===== src/rtl/mem_stage.sv =====
`default_nettype none
// ============================================================================
// Module      : mem_stage
// Description : Pipeline memory stage. Drives a req/gnt/rvalid data-memory
//               port, aligns and formats load and store data, and passes
//               non-memory results straight through to writeback.
// Revision    : 1.0 - initial release
// ============================================================================
module mem_stage (
    input  logic        clk,
    input  logic        rst,
    input  logic        ex_valid_in,
    input  logic [31:0] alu_result_in,
    input  logic [31:0] store_data_in,
    input  logic [4:0]  rd_idx_in,
    input  logic        reg_we_in,
    input  logic        mem_read_in,
    input  logic        mem_write_in,
    input  logic [2:0]  funct3_in,
    output logic        dmem_req,
    output logic        dmem_we,
    output logic [31:0] dmem_addr,
    output logic [31:0] dmem_wdata,
    output logic [3:0]  dmem_be,
    input  logic        dmem_gnt,
    input  logic        dmem_rvalid,
    input  logic [31:0] dmem_rdata,
    output logic [31:0] writeback_val_out,
    output logic [4:0]  rd_idx_out,
    output logic        reg_we_out,
    output logic        stall_out,
    output logic        err_out
);

    typedef enum logic [1:0] {
        S_IDLE = 2'd0,
        S_REQ  = 2'd1,
        S_WAIT = 2'd2,
        S_DONE = 2'd3
    } state_t;

    state_t      state_q, state_d;
    logic [31:0] addr_q, addr_d;
    logic [31:0] sdata_q, sdata_d;
    logic [2:0]  funct3_q, funct3_d;
    logic [4:0]  rd_q, rd_d;
    logic        reg_we_q, reg_we_d;
    logic        is_load_q, is_load_d;
    logic [31:0] load_q, load_d;

    logic        w_mem_op;
    logic        w_illegal;
    logic        w_launch;

    function automatic logic [3:0] byte_en(input logic [1:0] size, input logic [1:0] a);
        case (size)
            2'b00:   byte_en = 4'b0001 << a;
            2'b01:   byte_en = a[1] ? 4'b1100 : 4'b0011;
            default: byte_en = 4'b1111;
        endcase
    endfunction

    function automatic logic [31:0] replicate(input logic [1:0] size, input logic [31:0] sd);
        case (size)
            2'b00:   replicate = {4{sd[7:0]}};
            2'b01:   replicate = {2{sd[15:0]}};
            default: replicate = sd;
        endcase
    endfunction

    function automatic logic [31:0] format_load(input logic [2:0] f3, input logic [1:0] a,
                                                input logic [31:0] rd);
        logic [7:0]  b;
        logic [15:0] h;
        case (a)
            2'd0:    b = rd[7:0];
            2'd1:    b = rd[15:8];
            2'd2:    b = rd[23:16];
            default: b = rd[31:24];
        endcase
        h = a[1] ? rd[31:16] : rd[15:0];
        case (f3)
            3'b000:  format_load = {{24{b[7]}}, b};
            3'b100:  format_load = {24'd0, b};
            3'b001:  format_load = {{16{h[15]}}, h};
            3'b101:  format_load = {16'd0, h};
            default: format_load = rd;
        endcase
    endfunction

    always_comb begin
        w_mem_op  = ex_valid_in & (mem_read_in | mem_write_in);
        w_illegal = mem_read_in & mem_write_in;
        case (funct3_in)
            3'b000, 3'b100: ;
            3'b001, 3'b101: w_illegal = w_illegal | alu_result_in[0];
            3'b010:         w_illegal = w_illegal | (|alu_result_in[1:0]);
            default:        w_illegal = 1'b1;
        endcase
        w_launch = (state_q == S_IDLE) & w_mem_op & ~w_illegal;
    end

    always_comb begin
        state_d   = state_q;
        addr_d    = addr_q;
        sdata_d   = sdata_q;
        funct3_d  = funct3_q;
        rd_d      = rd_q;
        reg_we_d  = reg_we_q;
        is_load_d = is_load_q;
        load_d    = load_q;

        dmem_req          = 1'b0;
        dmem_we           = 1'b0;
        dmem_be           = 4'b0000;
        writeback_val_out = 32'd0;
        rd_idx_out        = rd_q;
        reg_we_out        = 1'b0;
        stall_out         = 1'b0;
        err_out           = 1'b0;

        case (state_q)
            S_IDLE: begin
                writeback_val_out = alu_result_in;
                rd_idx_out        = rd_idx_in;
                reg_we_out        = ex_valid_in & reg_we_in & ~w_mem_op;
                stall_out         = w_launch;
                err_out           = w_mem_op & w_illegal;
                if (w_launch) begin
                    addr_d    = alu_result_in;
                    sdata_d   = store_data_in;
                    funct3_d  = funct3_in;
                    rd_d      = rd_idx_in;
                    reg_we_d  = reg_we_in;
                    is_load_d = mem_read_in;
                    state_d   = S_REQ;
                end
            end
            S_REQ: begin
                dmem_req  = 1'b1;
                dmem_we   = ~is_load_q;
                dmem_be   = byte_en(funct3_q[1:0], addr_q[1:0]);
                stall_out = 1'b1;
                // A same-cycle rvalid is deliberately ignored; data comes in WAIT
                if (dmem_gnt) begin
                    state_d = is_load_q ? S_WAIT : S_DONE;
                end
            end
            S_WAIT: begin
                stall_out = 1'b1;
                if (dmem_rvalid) begin
                    load_d  = format_load(funct3_q, addr_q[1:0], dmem_rdata);
                    state_d = S_DONE;
                end
            end
            default: begin
                writeback_val_out = is_load_q ? load_q : 32'd0;
                reg_we_out        = is_load_q & reg_we_q & (|rd_q);
                state_d           = S_IDLE;
            end
        endcase
    end

    assign dmem_addr  = {addr_q[31:2], 2'b00};
    assign dmem_wdata = replicate(funct3_q[1:0], sdata_q);

    always_ff @(posedge clk) begin
        if (rst) begin
            state_q   <= S_IDLE;
            addr_q    <= 32'd0;
            sdata_q   <= 32'd0;
            funct3_q  <= 3'd0;
            rd_q      <= 5'd0;
            reg_we_q  <= 1'b0;
            is_load_q <= 1'b0;
            load_q    <= 32'd0;
        end else begin
            state_q   <= state_d;
            addr_q    <= addr_d;
            sdata_q   <= sdata_d;
            funct3_q  <= funct3_d;
            rd_q      <= rd_d;
            reg_we_q  <= reg_we_d;
            is_load_q <= is_load_d;
            load_q    <= load_d;
        end
    end

endmodule
`default_nettype wire


===== config.mk =====
export PLATFORM = sky130hd
export DESIGN_NAME = mem_stage
export DESIGN_NICKNAME = d
export VERILOG_FILES = /design/src/rtl/mem_stage.sv
export SDC_FILE = /design/constraint.sdc
export NUM_CORES = 1
export LEC_CHECK = 0
export ABC_CLOCK_PERIOD_IN_PS = 2200
export CAP_MARGIN = 10
export CORE_MARGIN = 5
export CORE_UTILIZATION = 42
export DETAILED_ROUTE_END_ITERATION = 16
export GPL_TIMING_DRIVEN = 0
export PLACE_DENSITY = 0.82
export SETUP_SLACK_MARGIN = 0.05
export SYNTH_ARGS = -nofsm -noshare
export SYNTH_HDL_FRONTEND = slang
export SYNTH_SLANG_ARGS = --single-unit

===== constraint.sdc =====
create_clock -name clk -period 2.2 [get_ports clk]
set_input_delay 0.44 -clock clk [delete_from_list [all_inputs] [get_ports clk]]
set_output_delay 0.44 -clock clk [all_outputs]
set_load 0.05 [all_outputs]

==> out/results.ini <==
[synth]
ys_ff_latch=108
synth_top_area_share_pct=39.04
synth-async-reset-ratio_pct=0
yosysUniqueCellTypes=51
synth_simple_gate_area_share_pct=18.66
synth-edff-count=0
avgSynthCellArea_sq_um=7.980
synthXorXnorAreaFrac_pct=0.1582
synth_adder_area_share_pct=1.085
synth_compound_area_share_pct=22.68
syn_inst=694
muxShareOfSynthArea_pct=7.343
synth.yosys.seq_area_share_pct=39.04
ys_top_cells_by_area=dfxtp_1, nand2_1, a21oi_1
synth_top_flop_cell=dfxtp_1
netlist_area_sq_um=5538
ys_warn_count=0
synth_top_family_by_area=compound AO/OA/AOI/OAI gates
synth_top_cell_by_area=dfxtp_1

[clock_network]
h-tree-depth=3
clock_latency_ns=0.36
clk_path_buf_depth=2
cts_tree=yes
clk_pin_slew_ns=0.08
clock-sinks=108
postCtsHoldBufs=0
cts_buffers=9
root_buffer=clkbuf_16

[grt]
grt_pass1_wl_um=32260
grt_use_total_pct=26.28
grt_max_degree=19
grt_overflow=0
antenna_found_initial=0
grt_pass1_vias=5770

[drt]
postRouteWirelength_um=21410
ant_nets=0
first_iter_violations=599
wire_per_inst_um=19.09
vias=5977
via_per_inst=5.332
drc_errors=0
drt_first_pass_iters=5

[place]
dp_hpwl_um=15750
place_area_sq_um=7959
port_buffers=219
place_congestion=0.8843
pre_cts_ws_ns=-1.199

[cells_and_area]
seq_area_sq_um=2177
postLayoutCellArea_sq_um=8612
fin_util_pct=65.82
diodes=0
drive_gt1_share_pct=24.02
areaGrowthSynthToFinish_pct=55.51
nets=1056
multi_input_area_sq_um=2867
num-fill-cells=1157

[sta]
fin_tns_setup_ns=-0.1833
setup_viol=24
slew_viol_final=0
worst_slew_pin_slew_ns=0.6420
max_freq_ghz=0.4475
rsz0062_at_grt=true
fin_crit_ns=2.234
holdWs_ns=0.3702
maxSlewHeadroom_pct=57.20
post-route-period-util_pct=101.6
fin_ws_ns=-0.03439
fin_skew_ns=0.008354
finalHoldViolations=0

[power]
cellLeakagePower_nw=3.416
peakVddDrop_mv=0.5684
power_density_nw_per_um2=1014

[die]
die_x_um=124.8
core_sq_um=13090
initial_utilization_pct=42.32
die_area_sq_um=15580
rows=42
io_pins=222
fp.dieH_um=124.8

[worst_setup_path]
startpoint_type=flip-flop
crit_arrival_ns=1.79
reg2reg_slack_ns=0.23
crit_type=flip-flop to output port
worst_setup_path_end_kind=output port
cp.required_ns=1.76
path_max_fanout=5

[worst_hold_path]
hold_path.class=input pin to flip-flop

[outcome]
status=complete, but fails checks
violations=setup timing

[flow_run]
maxCapViolCount=0

==> registers in the layout, summed over array words and instances (netlist names) <==
name and cells:
addr_q 32, load_q 32, sdata_q 32, rd_q 5
funct3_q 3, state_q 2, is_load_q 1, reg_we_q 1
==> synth_stat cells, types with 2 or more instances <==
cell type and n:
buf_6 6, nor3_1 7, or3_1 2, nand2b_1 2, dfxtp_1 108, o21ai_0 15
and2_1 4, clkbuf_1 31, a22oi_1 7, a221oi_1 7, buf_4 41, clkbuf_2 2
a21oi_2 2, nor2b_1 4, ha_1 4, o22ai_1 2, o21a_1 3, mux2i_1 17
mux2_2 21, a22o_1 40, nand2_1 176, buf_1 2, buf_2 15, nor2_1 42
a211oi_1 26, a21oi_1 78, inv_1 6
==> kinds of logic (layout without fill, tap and decap cells) <==
kind of cell / Yosys count / in the layout
simple gates: 249 / 249
flops: 108 / 108
buf+inv: 103 / 353
compound gates: 189 / 189
mux: 38 / 38
other cells: 1 / 2
xor+xnor: 1 / 1
fa+ha+maj: 5 / 5
==> critical path: stages, from the launching register on <==
cell and delay (ns):
dfxtp_4 0.39, inv_4 0.05, ha_4 0.16, nor2b_4 0.14, clkbuf_16 0.16, clkbuf_16 0.15, a22o_4 0.23, buf_8 0.15
==> area by class of cell <==
cell class	count	share of cell area, %
Buffer	92	8.281
Clock buffer	11	2.819
Clock inverter	5	0.5230
Inverter	6	0.3632
Multi-Input combinational cell	484	33.28
Sequential cell	108	25.28
Tap cell	176	2.557
Timing Repair Buffer	239	26.89
==> cells in the final DEF, fill, tap and decap left out, types with 3 or more instances in the layout <==
master           synthesis  final
clkbuf_2                 2      5
clkbuf_1                31     20
o21a_1                   3      3
nor2_1                  42     41
nand2_1                176    176
a21oi_2                  2      3
clkbuf_8                 0      8
a221oi_1                 7      6
dfxtp_1                108    104
clkbuf_16                0     13
dfxtp_4                  0      4
dlygate4sd2_1            0     11
buf_2                   15     35
o21ai_1                  0      8
clkdlybuf4s50_1          0    134
mux2i_1                 17     17
buf_6                    6     46
a22o_1                  40     39
nor3_1                   7      7
a211oi_1                26     26
o21ai_0                 15      7
buf_4                   41     57
and2_1                   4      3
inv_1                    6      3
buf_8                    0      6
mux2_2                  21     14
a21oi_1                 78     77
a22oi_1                  7      7
mux2_4                   0      7
==> where the power goes <==
part           switching (mW)  internal [mW]
registers               0.149           2.15
clock network           0.792          0.817
logic                    2.86           1.97
total                    3.80           4.94
==> per-layer routing <==
layer	global-route usage [%]	vias to the layer above	wire length (um)
met5	0	-	0
met4	9.566	0	615
met3	7.719	46	2050
met2	44.43	313	10060
met1	31.68	2760	8675
li1	-	2858	-
==> through the flow <==
| stage | instances | total power, mW |
|---|---|---|
| final | 1121 | 8.737 |
| after global routing | 1121 | 9.053 |
| after CTS | 1116 | 8.652 |
| after detailed placement | 1090 | 6.422 |
| after global placement | 1090 | 6.384 |
| after floorplan | 695 | 4.987 |
==> timing repair <==
action,4_1_cts,5_1_grt
endpoints found under the setup margin,78,60
buffers inserted,9,7
cloned,4,0
endpoints found under the hold margin,0,0
pin swaps,7,7
gates resized for setup,523,28
==> final timing paths <==
kind	from	to	cells past startpoint
worst max-delay path	state_q[0]	writeback_val_out[14]	7
worst min-delay path	funct3_in[2]	funct3_q[2]	3
worst max register to register	state_q[0]	load_q[5]	9
worst min register to register	addr_q[8]	addr_q[8]	2
Power figures use the tool's default switching activity.
